<file path="config.mk">
export PLATFORM = sky130hd
export DESIGN_NAME = riscv_lsu
export DESIGN_NICKNAME = d
export VERILOG_FILES = /design/src/rtl/riscv_lsu.sv
export SDC_FILE = /design/constraint.sdc
export NUM_CORES = 1
export LEC_CHECK = 0
export CAP_MARGIN = 0
export CORE_AREA = 8 8 115 117
export CTS_BUF_LIST = sky130_fd_sc_hd__clkbuf_16
export DETAILED_ROUTE_END_ITERATION = 7
export DIE_AREA = 0 0 123 125
export PLACE_DENSITY = 0.8
export SYNTH_ARGS = -nofsm -noshare
export SYNTH_HDL_FRONTEND = slang
export SYNTH_SLANG_ARGS = --single-unit
</file>
<file path="constraint.sdc">
create_clock -name clk -period 2.5 [get_ports clk]
set_clock_uncertainty 0.1 [all_clocks]
set_input_delay 0.625 -clock clk [delete_from_list [all_inputs] [get_ports clk]]
set_output_delay 0.625 -clock clk [all_outputs]
set_load 0.03 [all_outputs]
</file>
<file path="src/rtl/riscv_lsu.sv">
// RV32 load/store unit: byte/half/word loads with extension, and sub-word stores done as
// read-modify-write against a word-wide data cache with one cycle of read latency.
module riscv_lsu #(
    parameter int unsigned CHECK_ALIGN = 1
) (
    input  logic        clk,
    input  logic        rst,
    input  logic        req_valid,
    output logic        req_ready,
    input  logic        req_we,
    input  logic [1:0]  req_size,
    input  logic        req_unsigned,
    input  logic [31:0] req_addr,
    input  logic [31:0] req_wdata,
    output logic        resp_valid,
    output logic [31:0] resp_rdata,
    output logic        misalign_err,
    output logic [31:0] cache_addr,
    output logic        cache_write_en,
    output logic [31:0] cache_wdata,
    input  logic [31:0] cache_rdata
);

    typedef enum logic [1:0] {StIdle, StRd, StRdWait, StWr} state_e;

    state_e      state_q, state_d;
    logic [31:0] addr_q, addr_d;
    logic [1:0]  size_q, size_d;
    logic        we_q, we_d;
    logic        uns_q, uns_d;
    logic [31:0] wdata_q, wdata_d;
    logic        err_q, err_d;

    logic        misaligned;
    logic        reject;
    logic [31:0] acc_addr;
    logic [7:0]  byte_sel;
    logic [15:0] half_sel;
    logic [31:0] load_data;
    logic [31:0] merged;

    always_comb begin
        misaligned = (req_size == 2'b11) ||
                     (req_size == 2'b01 && req_addr[0]) ||
                     (req_size == 2'b10 && req_addr[1:0] != 2'b00);
        reject     = (CHECK_ALIGN != 0) && misaligned;
        acc_addr   = req_addr;
        // Without alignment checking the offset bits below the access size are dropped.
        if (CHECK_ALIGN == 0) begin
            case (req_size)
                2'b00:   acc_addr = req_addr;
                2'b01:   acc_addr[0] = 1'b0;
                default: acc_addr[1:0] = 2'b00;
            endcase
        end
    end

    always_comb begin
        byte_sel = cache_rdata[{addr_q[1:0], 3'b000} +: 8];
        half_sel = cache_rdata[{addr_q[1], 4'b0000} +: 16];
        case (size_q)
            2'b00:   load_data = uns_q ? {24'b0, byte_sel} : {{24{byte_sel[7]}}, byte_sel};
            2'b01:   load_data = uns_q ? {16'b0, half_sel} : {{16{half_sel[15]}}, half_sel};
            default: load_data = cache_rdata;
        endcase

        merged = cache_rdata;
        case (size_q)
            2'b00:   merged[{addr_q[1:0], 3'b000} +: 8] = wdata_q[7:0];
            2'b01:   merged[{addr_q[1], 4'b0000} +: 16] = wdata_q[15:0];
            default: merged = wdata_q;
        endcase
    end

    always_comb begin
        state_d = state_q;
        addr_d  = addr_q;
        size_d  = size_q;
        we_d    = we_q;
        uns_d   = uns_q;
        wdata_d = wdata_q;
        err_d   = 1'b0;

        case (state_q)
            StIdle: begin
                if (req_valid) begin
                    addr_d  = acc_addr;
                    size_d  = req_size;
                    we_d    = req_we;
                    uns_d   = req_unsigned;
                    wdata_d = req_wdata;
                    if (reject) begin
                        err_d = 1'b1;
                    end else if (req_we && req_size[1]) begin
                        state_d = StWr;
                    end else begin
                        state_d = StRd;
                    end
                end
            end
            StRd: state_d = StRdWait;
            StRdWait: begin
                if (we_q) begin
                    // Merged word reuses the store-data register for the write cycle.
                    wdata_d = merged;
                    state_d = StWr;
                end else begin
                    state_d = StIdle;
                end
            end
            StWr: state_d = StIdle;
            default: state_d = StIdle;
        endcase
    end

    always_ff @(posedge clk or negedge rst) begin
        if (!rst) begin
            state_q <= StIdle;
            addr_q  <= 32'b0;
            size_q  <= 2'b0;
            we_q    <= 1'b0;
            uns_q   <= 1'b0;
            wdata_q <= 32'b0;
            err_q   <= 1'b0;
        end else begin
            state_q <= state_d;
            addr_q  <= addr_d;
            size_q  <= size_d;
            we_q    <= we_d;
            uns_q   <= uns_d;
            wdata_q <= wdata_d;
            err_q   <= err_d;
        end
    end

    always_comb begin
        req_ready      = (state_q == StIdle);
        resp_valid     = (state_q == StWr) || (state_q == StRdWait && !we_q);
        resp_rdata     = (state_q == StRdWait && !we_q) ? load_data : 32'b0;
        misalign_err   = err_q;
        cache_addr     = (state_q != StIdle) ? {addr_q[31:2], 2'b00} : 32'b0;
        cache_write_en = (state_q == StWr);
        cache_wdata    = (state_q == StWr) ? wdata_q : 32'b0;
    end

endmodule

</file>
### Word level (Yosys, flattened, before mapping)

Cells that the tools add are included.

* register bits: 71
* bits of input ports: 103
* output and inout bits: 100
* word-level logic and storage cells: 62

* $add $sub $neg: 2
* equal/unequal tests: 11
* shift-type cells: 6
* muxes and demuxes: 20
* reduce and logical (&&, ||, !) cells: 16

Operators by type and width (count)
* two-way mux 32 bit: 7
* case mux 32 bit (2 select lines): 3
* bitwise mux 32 bit: 2
* variable shift 16 x 7 -> 32 bit (first input constant): 1
* variable shift 8 x 7 -> 32 bit (first input constant): 1
* variable part select 16 x 7 -> 32 bit: 1
* variable part select 32 x 6 -> 16 bit: 1
* variable part select 32 x 6 -> 8 bit: 1
* variable part select 8 x 7 -> 32 bit: 1
* negator 5 -> 7 bit: 2
* == test 2 bit (second input constant): 4
* two-way mux 2 bit: 4
* case mux 2 bit (4 select lines): 1
* == test 2 x 1 -> 1 bit (second input constant): 3
* != test 2 bit (second input constant): 3
* nonzero test 2 bit: 3
* logical AND 1 bit: 4
* logical NOT 2 bit: 2
* AND reduction 2 bit: 2
* AND reduction 4 bit: 1
* logical OR 1 bit: 3
* two-way mux 1 bit: 3
* != test 3 x 1 -> 1 bit (second input constant): 1
* logical NOT 1 bit: 1

### Depth between registers and ports, before layout

* depth after elaboration: 7
* depth in mapped cells: 9
* gate-level depth less buffers: 6

### Worst setup path after synthesis

No wires, ideal clock.

* kind: input-to-output
* start point: input port cache_rdata[31]
* end point: output port resp_rdata[20]
* arrival: 1.870 ns
* data required time: 1.775 ns
* setup slack: -0.095 ns
* stages on the path: 5
* buffers on the path: 1
* path through: mux4_2 and2_1 o21ai_2 buf_4 nand2_1

* longest elaborated chain between the ends: 4
* elaborated cells on any way between the ends: 6
* those cells by class: shift: 2; mux: 4

RTL lines
* from (decl): RTL line 21 `input logic [31:0] cache_rdata`
* variable part select 32 x 6 -> 16 bit or variable part select 32 x 6 -> 8 bit (tied branches): RTL line 60, 59
* two-way mux 32 bit, on equally long branches: RTL line 63, 62
* case mux 32 bit (2 select lines) *: RTL line 61 `case (size_q)`
* two-way mux 32 bit *: RTL line 139 `resp_rdata = (state_q == StRdWait && !we_q) ? load_data : 32'b0;`
* to (decl): RTL line 16 `output logic [31:0] resp_rdata,`

Every way passes the cells marked *; elsewhere a longest branch is shown, timed or not.

### Final worst setup path

* start point: input port cache_rdata[31]
* end point: output port resp_rdata[10]

* longest elaborated chain between the ends: 4

RTL lines
* variable part select 32 x 6 -> 8 bit: RTL line 59 `byte_sel = cache_rdata[{addr_q[1:0], 3'b000} +: 8];`
* two-way mux 32 bit: RTL line 62 `2'b00: load_data = uns_q ? {24'b0, byte_sel} : {{24{byte_sel[7]}}, byte_sel};`
* case mux 32 bit (2 select lines): RTL line 61
* two-way mux 32 bit: RTL line 139

No other way between the ends.

==> results_dict.tcl <==
set metrics [dict create \
    maxSlewViolCount 0 \
    cts_root_buf "clkbuf_16" \
    drtPass1Iterations 6 \
    cts_max_level 3 \
    grt_pass1_wl_mm 32.4 \
    cap_violations 0 \
    r2r_cells 8 \
    arrival_ns 2.06 \
    start_util_pct 41.1 \
    slowest_stage "mux4_2" \
    antenna_found_initial 0 \
    max_slew_margin_pct 64.9 \
    wl_per_cell_um 23.3 \
    status "finished, violations left" \
    finalInstanceArea_um2 8540 \
    violations "negative setup slack" \
    clkSlewWorstSetupHoldPaths_ns 0.06 \
    ys_types 45 \
    synthCells 501 \
    die_h_um 125 \
    portBuffers 200 \
    coreArea_um2 11600 \
    synth_top_family_by_area "compound AO/OA/AOI/OAI gates" \
    grt_max_degree 72 \
    multi_input_area_um2 3000 \
    final_common_cell "buf_4" \
    worst_slew_pin_slew_ns 0.525 \
    layout_common_cells "buf_4 (134), clkdlybuf4s50_1 (78), dfrtp_1 (68), mux2_2 (61), nor2b_1 (48)" \
    antenna_left 0 \
    io_pins 203 \
    path_max_fanout 8 \
    dp.cells 886 \
    worst_setup_path_end_kind "primary output" \
    gp_congestion 1.01 \
    total_power_mw 11.4 \
    yosys.area_share.simple_pct 18.8 \
    areaGrowthSynthToFinish_pct 78.8 \
    crit_path_start_kind "input pin" \
    cts_sinks 71 \
    post_dp_cell_area_um2 7640 \
    layout-drive-gt1-share_pct 44.2 \
    setup_viol 32 \
    max_freq_mhz 360 \
    utilization_pct 73.5 \
    drt-initial-drc-count 633 \
    synthAdderAreaFrac_pct 1.31 \
    critPathRequiredTime_ns 1.77 \
    die_w_um 123 \
    layout.nets 885 \
    synth_compound_area_share_pct 20.6 \
    hold_buffers 0 \
    worstReg2RegStart "state_q[0]" \
    fillerInstances 819 \
    finalCritPeriodShare_pct 111 \
    period_needed_ns 2.78 \
    clock_path_buffers 2 \
    syn-cell-area_um2 4770 \
    num_rows 40 \
    total_leakage_power_nw 3.98 \
    yosysWarnings 0 \
    peakVddDrop_mv 0.935 \
    fin_ws_ns -0.281 \
    wl_mm 21.7 \
    cpPeakStageDelay_ns 0.49 \
    path_class "in2out" \
    rsz0062_at_grt "yes" \
    synthXorXnorAreaFrac_pct 0 \
    place_ws_ns -1.02 \
    cts_tree "yes" \
    grt-ovfl-total 0 \
    grt_usage_pct 27.4 \
    final_cells 928 \
    hold_viol_final 0 \
    crit_chain "buf_2 > mux4_2 > buf_4 > nor3b_4 > buf_12 > a21oi_2 > a21oi_2 > buf_12" \
    diodes 0 \
    grt_pass1_vias 5631 \
    async_reset_ff_share_pct 100 \
    synth.avg_cell_area_um2 9.53 \
    synth-edff-count 0 \
    ys.flop_type "dfrtp_1" \
    synth_mux_area_share_pct 17.4 \
    hp-class "in2async" \
    dp_hpwl_mm 15.8 \
    insertion_delay_ns 0.33 \
    r2r_slack_ns 0.12 \
    ff_latch_area_um2 1780 \
    vias 5521 \
    dieArea_um2 15400 \
    powerDensity_nw_per_um2 1340 \
    seq_area_frac_synth_pct 37.2 \
    drc 0 \
    synth.ff_latch_count 71 \
    via_per_inst 5.95 \
    numCtsBuffers 9 \
    r2r_end "wdata_q[31]" \
]
==> metrics by stage <==
step | hold WS [ns] | setup TNS (ns)
after detailed placement | 0.361 | -23.57
final | 0.211 | -5.53
after floorplan | 0.229 | 0
after CTS | 0.223 | -6.15
after global placement | 0.358 | -23.07
after global routing | 0.237 | -7.22
==> critical path: cells and delay by family <==
kind | cells | cell delay (ns)
AND/OR/NAND/NOR | 1 | 0.15
buffers and inverters | 4 | 0.59
multiplexers | 1 | 0.49
AO/OA/AOI/OAI | 2 | 0.20
==> worst max path at each step <==
stage	cells after the start	to	startpoint
floorplan	5	resp_rdata[20]	cache_rdata[31]
global placement	7	resp_rdata[17]	cache_rdata[31]
detailed placement	7	resp_rdata[17]	cache_rdata[31]
CTS	7	resp_rdata[8]	addr_q[0]
global route	8	resp_rdata[8]	addr_q[1]
finish	8	resp_rdata[10]	cache_rdata[31]
==> final cells by class <==
cell class	instances	area share, %
repair buffers	307	37.9
clock buffers	9	2.64
flip-flops and latches	71	20.9
inverters	5	0.249
clock inverters	6	0.997
well taps	147	2.15
multi-input cells	383	35.2
==> cell usage after synthesis, types with 2 or more instances <==
cell | instances | area share (%)
a2bb2oi_1 | 4 | 0.73
buf_4 | 5 | 0.79
a21oi_1 | 42 | 4.4
a22oi_1 | 16 | 2.5
dfrtp_1 | 71 | 37
o32ai_1 | 4 | 0.73
inv_1 | 5 | 0.39
and3_1 | 32 | 4.2
buf_1 | 5 | 0.39
mux2_2 | 71 | 17
a222oi_1 | 7 | 1.5
buf_2 | 15 | 1.6
nor3_1 | 6 | 0.63
nand2b_1 | 3 | 0.39
nor4bb_1 | 3 | 0.63
nor3b_1 | 2 | 0.31
a21o_1 | 17 | 2.7
nand2_1 | 41 | 3.2
a22o_1 | 8 | 1.5
nor2_1 | 12 | 0.94
o22ai_1 | 24 | 3.1
o21ai_0 | 13 | 1.4
and2_1 | 2 | 0.26
a31oi_1 | 4 | 0.52
ha_1 | 5 | 1.3
nor2b_1 | 48 | 6.3
clkbuf_1 | 18 | 1.4
==> power breakdown <==
part / switching [mW] / total [mW] / internal [mW]
Combinational: 4.07 / 7.86 / 3.79
Sequential: 0.494 / 2.23 / 1.74
Clock: 0.490 / 1.36 / 0.866
==> flip-flops by register name, indices dropped and copies added, names as in the netlist <==
register	flops
addr_q	32
misalign_err	1
size_q	2
state_q	2
uns_q	1
wdata_q	32
we_q	1
==> what timing repair did <==
action                                  in CTS  in global routing
endpoints found under the setup margin      32                 65
cloned                                       5                  0
gates resized for setup                    193                 18
setup buffers                               20                  4
pin swaps                                   16                 10
==> layer usage <==
| layer | wire (um) | global-route usage (%) | vias up |
|---|---|---|---|
| met5 | 0 | 0 | - |
| met4 | 755 | 9.64 | 0 |
| met3 | 2490 | 7.47 | 59 |
| met2 | 10200 | 44.8 | 387 |
| met1 | 8240 | 33.7 | 2685 |
| li1 | - | - | 2390 |
==> kinds of logic (layout without fill, tap and decap cells) <==
family                     count (synthesis)  count (layout)
and+or+nand+nor                          158             158
DFF                                       71              71
buffers and inverters                     48             327
other                                      1               2
muxes                                     73              73
AOI/OAI and AO/OA                        145             145
adders and majority gates                  5               5
(Power assumes the default switching activity.)
